<file path="src/rtl/interrupt_controller_pkg.sv">
// Shared definitions for the multi-source interrupt controller.
// Contents:
//   ic_state_e          - controller FSM states (idle, request, in service)
//   DefaultVecBase      - default vector address of line 0
//   DefaultVecStride    - default spacing between line vectors
//   IntVectorTableBase  - vector-table base constant used by the processor controller
//   id_width()          - width of a line index for a given line count (min 1)
package interrupt_controller_pkg;

    typedef enum logic [1:0] {
        IcIdle    = 2'd0,
        IcReq     = 2'd1,
        IcService = 2'd2
    } ic_state_e;

    localparam logic [15:0] DefaultVecBase     = 16'h0002;
    localparam int unsigned DefaultVecStride   = 2;
    localparam logic [15:0] IntVectorTableBase = 16'h0002;

    function automatic int unsigned id_width(input int unsigned n);
        return (n > 1) ? $clog2(n) : 1;
    endfunction

endpackage

</file>
<file path="src/rtl/interrupt_controller_priority_encoder.sv">
// Combinational fixed-priority encoder: reports the lowest set bit of req_i.
// Ports:
//   req_i   - request vector
//   valid_o - at least one request bit is set
//   idx_o   - index of the lowest set bit (0 when nothing is set)
module interrupt_controller_priority_encoder
    import interrupt_controller_pkg::*;
#(
    parameter int unsigned NUM_IRQ = 4,
    localparam int unsigned IdW = id_width(NUM_IRQ)
) (
    input  logic [NUM_IRQ-1:0] req_i,
    output logic               valid_o,
    output logic [IdW-1:0]     idx_o
);

    always_comb begin
        valid_o = |req_i;
        idx_o   = '0;
        // Scan downwards so the lowest set index is the last one written.
        for (int i = NUM_IRQ - 1; i >= 0; i--) begin
            if (req_i[i]) begin
                idx_o = IdW'(i);
            end
        end
    end

endmodule

</file>
<file path="src/rtl/interrupt_controller.sv">
// Multi-source interrupt controller: rising-edge capture, per-line mask, fixed priority
// (line 0 highest), request/ack handshake, vector output and RTI release. No nesting.
// Optional feature: define IRQ_SYNC_EN to pass irq_in_i through a 2-flop synchroniser
// before edge detection (edge-to-request latency 4 cycles instead of 2).
// Ports:
//   clk_i, rst_ni  - clock (rising edge), asynchronous active-low reset
//   irq_in_i       - raw interrupt lines, rising edge requests service
//   mask_we_i      - mask register write enable; mask_wdata_i new mask (1 = enabled)
//   int_ack_i      - controller accepts the current request (pulse)
//   int_done_i     - controller executed RTI (pulse)
//   int_req_o      - interrupt request; int_vec_o / int_id_o describe the granted line
//   pending_o      - latched pending bits (unmasked view)
//   in_service_o   - high from ack until done
module interrupt_controller
    import interrupt_controller_pkg::*;
#(
    parameter int unsigned           NUM_IRQ    = 4,
    parameter int unsigned           ADDR_WIDTH = 16,
    parameter logic [ADDR_WIDTH-1:0] VEC_BASE   = ADDR_WIDTH'(DefaultVecBase),
    parameter int unsigned           VEC_STRIDE = DefaultVecStride,
    localparam int unsigned          IdW        = id_width(NUM_IRQ)
) (
    input  logic                  clk_i,
    input  logic                  rst_ni,
    input  logic [NUM_IRQ-1:0]    irq_in_i,
    input  logic                  mask_we_i,
    input  logic [NUM_IRQ-1:0]    mask_wdata_i,
    input  logic                  int_ack_i,
    input  logic                  int_done_i,
    output logic                  int_req_o,
    output logic [ADDR_WIDTH-1:0] int_vec_o,
    output logic [IdW-1:0]        int_id_o,
    output logic [NUM_IRQ-1:0]    pending_o,
    output logic                  in_service_o
);

    logic [NUM_IRQ-1:0]    irq_s;
    logic [NUM_IRQ-1:0]    irq_prev_q;
    logic [NUM_IRQ-1:0]    rise;
    logic [NUM_IRQ-1:0]    pending_q, pending_d;
    logic [NUM_IRQ-1:0]    mask_q, mask_d;
    ic_state_e             state_q, state_d;
    logic                  int_req_q, int_req_d;
    logic                  in_service_q, in_service_d;
    logic [IdW-1:0]        int_id_q, int_id_d;
    logic [ADDR_WIDTH-1:0] int_vec_q, int_vec_d;
    logic                  cand_valid;
    logic [IdW-1:0]        cand_idx;

`ifdef IRQ_SYNC_EN
    logic [NUM_IRQ-1:0] sync1_q, sync2_q;

    always_ff @(posedge clk_i or negedge rst_ni) begin
        if (!rst_ni) begin
            sync1_q <= '0;
            sync2_q <= '0;
        end else begin
            sync1_q <= irq_in_i;
            sync2_q <= sync1_q;
        end
    end

    assign irq_s = sync2_q;
`else
    assign irq_s = irq_in_i;
`endif

    assign rise = irq_s & ~irq_prev_q;

    interrupt_controller_priority_encoder #(
        .NUM_IRQ (NUM_IRQ)
    ) u_prio (
        .req_i   (pending_q & mask_q),
        .valid_o (cand_valid),
        .idx_o   (cand_idx)
    );

    always_comb begin
        pending_d = pending_q;
        if (state_q == IcReq && int_ack_i) begin
            pending_d = pending_d & ~(NUM_IRQ'(1) << int_id_q);
        end
        // A new edge on the acknowledged line wins over the clear.
        pending_d = pending_d | rise;
        mask_d    = mask_we_i ? mask_wdata_i : mask_q;
    end

    always_comb begin
        state_d      = state_q;
        int_req_d    = int_req_q;
        in_service_d = in_service_q;
        int_id_d     = int_id_q;
        int_vec_d    = int_vec_q;
        unique case (state_q)
            IcIdle: begin
                if (cand_valid) begin
                    state_d   = IcReq;
                    int_req_d = 1'b1;
                    int_id_d  = cand_idx;
                    int_vec_d = VEC_BASE + ADDR_WIDTH'(cand_idx) * ADDR_WIDTH'(VEC_STRIDE);
                end
            end
            IcReq: begin
                // Ack has priority over a simultaneous done and over withdrawal.
                if (int_ack_i) begin
                    state_d      = IcService;
                    int_req_d    = 1'b0;
                    in_service_d = 1'b1;
                end else if (!mask_q[int_id_q]) begin
                    state_d   = IcIdle;
                    int_req_d = 1'b0;
                end
            end
            IcService: begin
                if (int_done_i) begin
                    state_d      = IcIdle;
                    in_service_d = 1'b0;
                end
            end
            default: begin
                state_d      = IcIdle;
                int_req_d    = 1'b0;
                in_service_d = 1'b0;
            end
        endcase
    end

    always_ff @(posedge clk_i or negedge rst_ni) begin
        if (!rst_ni) begin
            irq_prev_q   <= '0;
            pending_q    <= '0;
            mask_q       <= '1;
            state_q      <= IcIdle;
            int_req_q    <= 1'b0;
            in_service_q <= 1'b0;
            int_id_q     <= '0;
            int_vec_q    <= '0;
        end else begin
            irq_prev_q   <= irq_s;
            pending_q    <= pending_d;
            mask_q       <= mask_d;
            state_q      <= state_d;
            int_req_q    <= int_req_d;
            in_service_q <= in_service_d;
            int_id_q     <= int_id_d;
            int_vec_q    <= int_vec_d;
        end
    end

    assign int_req_o    = int_req_q;
    assign int_vec_o    = int_vec_q;
    assign int_id_o     = int_id_q;
    assign pending_o    = pending_q;
    assign in_service_o = in_service_q;

endmodule
</file>
<file path="config.mk">
export PLATFORM = sky130hd
export DESIGN_NAME = interrupt_controller
export DESIGN_NICKNAME = d
export VERILOG_FILES = /design/src/rtl/interrupt_controller_pkg.sv /design/src/rtl/interrupt_controller_priority_encoder.sv /design/src/rtl/interrupt_controller.sv
export SDC_FILE = /design/constraint.sdc
export NUM_CORES = 1
export LEC_CHECK = 0
export ABC_AREA = 1
export CORE_MARGIN = 5
export CORE_UTILIZATION = 46
export DETAILED_ROUTE_END_ITERATION = 10
export PLACE_DENSITY = 0.83
export SYNTH_ARGS = -nofsm -noshare
export SYNTH_HDL_FRONTEND = slang
export SYNTH_HIERARCHICAL = 1
export SYNTH_SLANG_ARGS = --single-unit
</file>
<file path="constraint.sdc">
create_clock -name clk_i -period 3.5 [get_ports clk_i]
set_clock_uncertainty 0.05 [all_clocks]
set_input_delay 0.7 -clock clk_i [delete_from_list [all_inputs] [get_ports clk_i]]
set_output_delay 0.7 -clock clk_i [all_outputs]
set_load 0.02 [all_outputs]
</file>
==> flow_summary_export.csv <==
group,metric,value,unit
status,status,"completed",
finish,layout-drive-gt1-share,0.145,
timing,slew_viol_final,0,
setup_path,required,2.75,ns
timing,relSlewSlack,0.399,
placement,pre_cts_ws,1.60,ns
finish,final_cells,166,
finish,num_antenna_cells,0,
finish,multiInputGateArea,355,um^2
placement,hpwl,1560,um
worst_hold_path,min_path_type,"reg2reg",
setup_path,path_delay_family,"buffers and inverters",
flow_run,maxCapViolations,0,
placement,place.gp.congestion,0.764,
setup_path,cp_slowest_cell,"clkdlybuf4s50_1",
global_route,grt_overflow,0,
placement,dpl.cell_count,162,
detailed_routing,ant_nets,0,
finish,finish.instance_area,1260,um^2
placement,post_dp_cell_area,1230,um^2
clock_tree,cts_root_buf,"clkbuf_4",
clock_tree,ctsLongestPathBuffers,2,
die,die_h,57.0,um
detailed_routing,vias_per_cell,4.52,
synth,ys_warn_count,6,
synth,yosys.cell_count.top_type,"nand2_1",
clock_tree,clk_pin_slew,0.11,ns
finish,fillers,211,
clock_tree,cts_tree,"yes",
synth,synth.distinct_cells,21,
clock_tree,cts_hold_buf,0,
die,io_pins,37,
finish,register_area,531,um^2
die,die_x,57.0,um
synth,synth_area_leader_cell,"dfrtp_1",
timing,setup_viol_count_final,0,
global_route,grt_pass1_wl,3330,um
synth,syn_avg_cell_area,9.08,um^2
die,row_count,17,
finish,synthToLayoutAreaGrowth,23.5,%
setup_path,worstPathMaxFanout,6,
power,irDropWorstVdd,302,uV
setup_path,critical_path.cell_chain,"clkdlybuf4s50_1",
synth,ys.flop_type,"dfrtp_1",
detailed_routing,drcViolationCount,0,
die,coreArea,2170,um^2
finish,layout.nets,153,
setup_path,cp_slowest_stage_delay,0.66,ns
timing,min_period_over_period,0.626,
setup_path,crit_arrival,1.44,ns
synth,async_reset_ff_frac,1.00,
timing,fin_tns_setup,0,ns
synth,seq_area_frac_synth,0.522,
setup_path,worst-path-buf-inv,1,
timing,period_needed,2.19,ns
detailed_routing,drt_iter0_drc,6,
clock_tree,cts_setup_buffers,0,
synth,syn_area,1020,um^2
synth,syn_inst,112,
detailed_routing,drt_wl_total,1920,um
global_route,track_usage,0.131,
placement,io_buffers,23,
power,leakagePower,0.635,nW
detailed_routing,vias,750,
synth,yosys-top-cells-count,"nand2_1, dfrtp_1, inv_1",
timing,rsz0062_at_grt,"no",
global_route,first_global_vias,776,
clock_tree,clock-sinks,21,
synth,synth_area_leaders,"dfrtp_1, nand2_1, dfstp_2",
global_route,grt_max_degree,22,
timing,fin_ws,1.31,ns
synth,synth_edf_count,0,
die,initial_utilization,0.469,
global_route,antenna_found_initial,0,
clock_tree,clkLatencyLatePin,0.30,ns
clock_tree,h-tree-depth,1,
die,die_area,3250,um^2
synth,yosys.area.top_type_share,0.418,
timing,max_freq,456,MHz
detailed_routing,drt-wirelength-per-cell,11.5,um
timing,finalHoldViolations,0,
power,power_density,710,nW/um^2
setup_path,start_kind,"flop",
detailed_routing,dr.pass1.iters,3,
setup_path,worstSetupPathType,"reg2out",
setup_path,cp-end-kind,"primary output",
clock_tree,cts_buffers,3,
synth,synth-seq-cells,21,
timing,worstMarginPinSlew,0.898,ns
clock_tree,cts-resized-gates,0,
## metrics by stage
step | utilization | power (mW) | hold slack, ns
global placement | 0.567 | 0.771 | 0.343
floorplan | - | 0.626 | 0.342
finish | 0.579 | 0.892 | 0.365
global route | 0.579 | 0.962 | 0.382
detailed placement | 0.567 | 0.786 | 0.352
CTS | 0.579 | 0.904 | 0.368
## routing by layer
metal / wire length (um) / global-route usage / vias up
met3: 160 / 0.0317 / 3
met1: 756 / 0.150 / 345
li1: - / - / 373
met4: 31 / 0.0596 / 0
met5: 0 / 0 / -
met2: 968 / 0.230 / 29
## cells in the final DEF (no fill, tap or decap), types with 2 or more instances in the layout
master,synthesis,routed
o21ai_0,5,5
inv_1,17,17
conb_1,1,13
clkdlybuf4s50_1,0,23
dfrtp_1,17,17
o21ai_1,2,2
inv_2,4,4
o31ai_1,3,3
nor3_1,3,3
dfstp_2,4,4
nand2_1,29,29
mux2_2,4,4
a21oi_2,2,2
clkbuf_4,0,3
## cell families after synthesis
group / count (synthesis) / share of synthesized area
flip-flops: 21 / 0.522
AO/OA/AOI/OAI: 14 / 0.0873
other: 1 / 0.00369
buffers and inverters: 34 / 0.173
AND/OR/NAND/NOR: 37 / 0.157
adder cells (fa/ha/maj): 1 / 0.0123
multiplexers: 4 / 0.0443
## report_power, final
part	internal (mW)	switching, mW
sequential	0.315	0.0582
combinational	0.170	0.235
clock	0.0445	0.0703
total	0.529	0.363
## path summary, 6_finish.rpt
| path | startpoint | endpoint | slack, ns | cells past startpoint |
|---|---|---|---|---|
| worst max-delay path | int_id_o[0] | int_id_o[0] | 1.31 | 1 |
| max in group asynchronous | rst_ni | in_service_o | 2.01 | 1 |
| worst min-delay path | irq_prev_q[1] | pending_o[1] | 0.36 | 1 |
| worst max register to register | mask_q[2] | int_vec_o[2] | 2.07 | 8 |
| worst min register to register | irq_prev_q[1] | pending_o[1] | 0.36 | 1 |
| min in group asynchronous | rst_ni | irq_prev_q[3] | 0.84 | 1 |
## layout make-up
class / count / share of cell area
Sequential cell: 21 / 0.422
Multi-Input combinational cell: 69 / 0.283
Timing Repair Buffer: 23 / 0.183
Inverter: 21 / 0.0627
Tap cell: 28 / 0.0279
Clock buffer: 4 / 0.0209
## sequential cells by signal, summed over array words and instances (netlist names)
name,cells
in_service_o,1
state_q,2
int_req_o,1
pending_o,4
int_vec_o,3
irq_prev_q,4
int_id_o,2
mask_q,4
(Power assumes the default switching activity.)
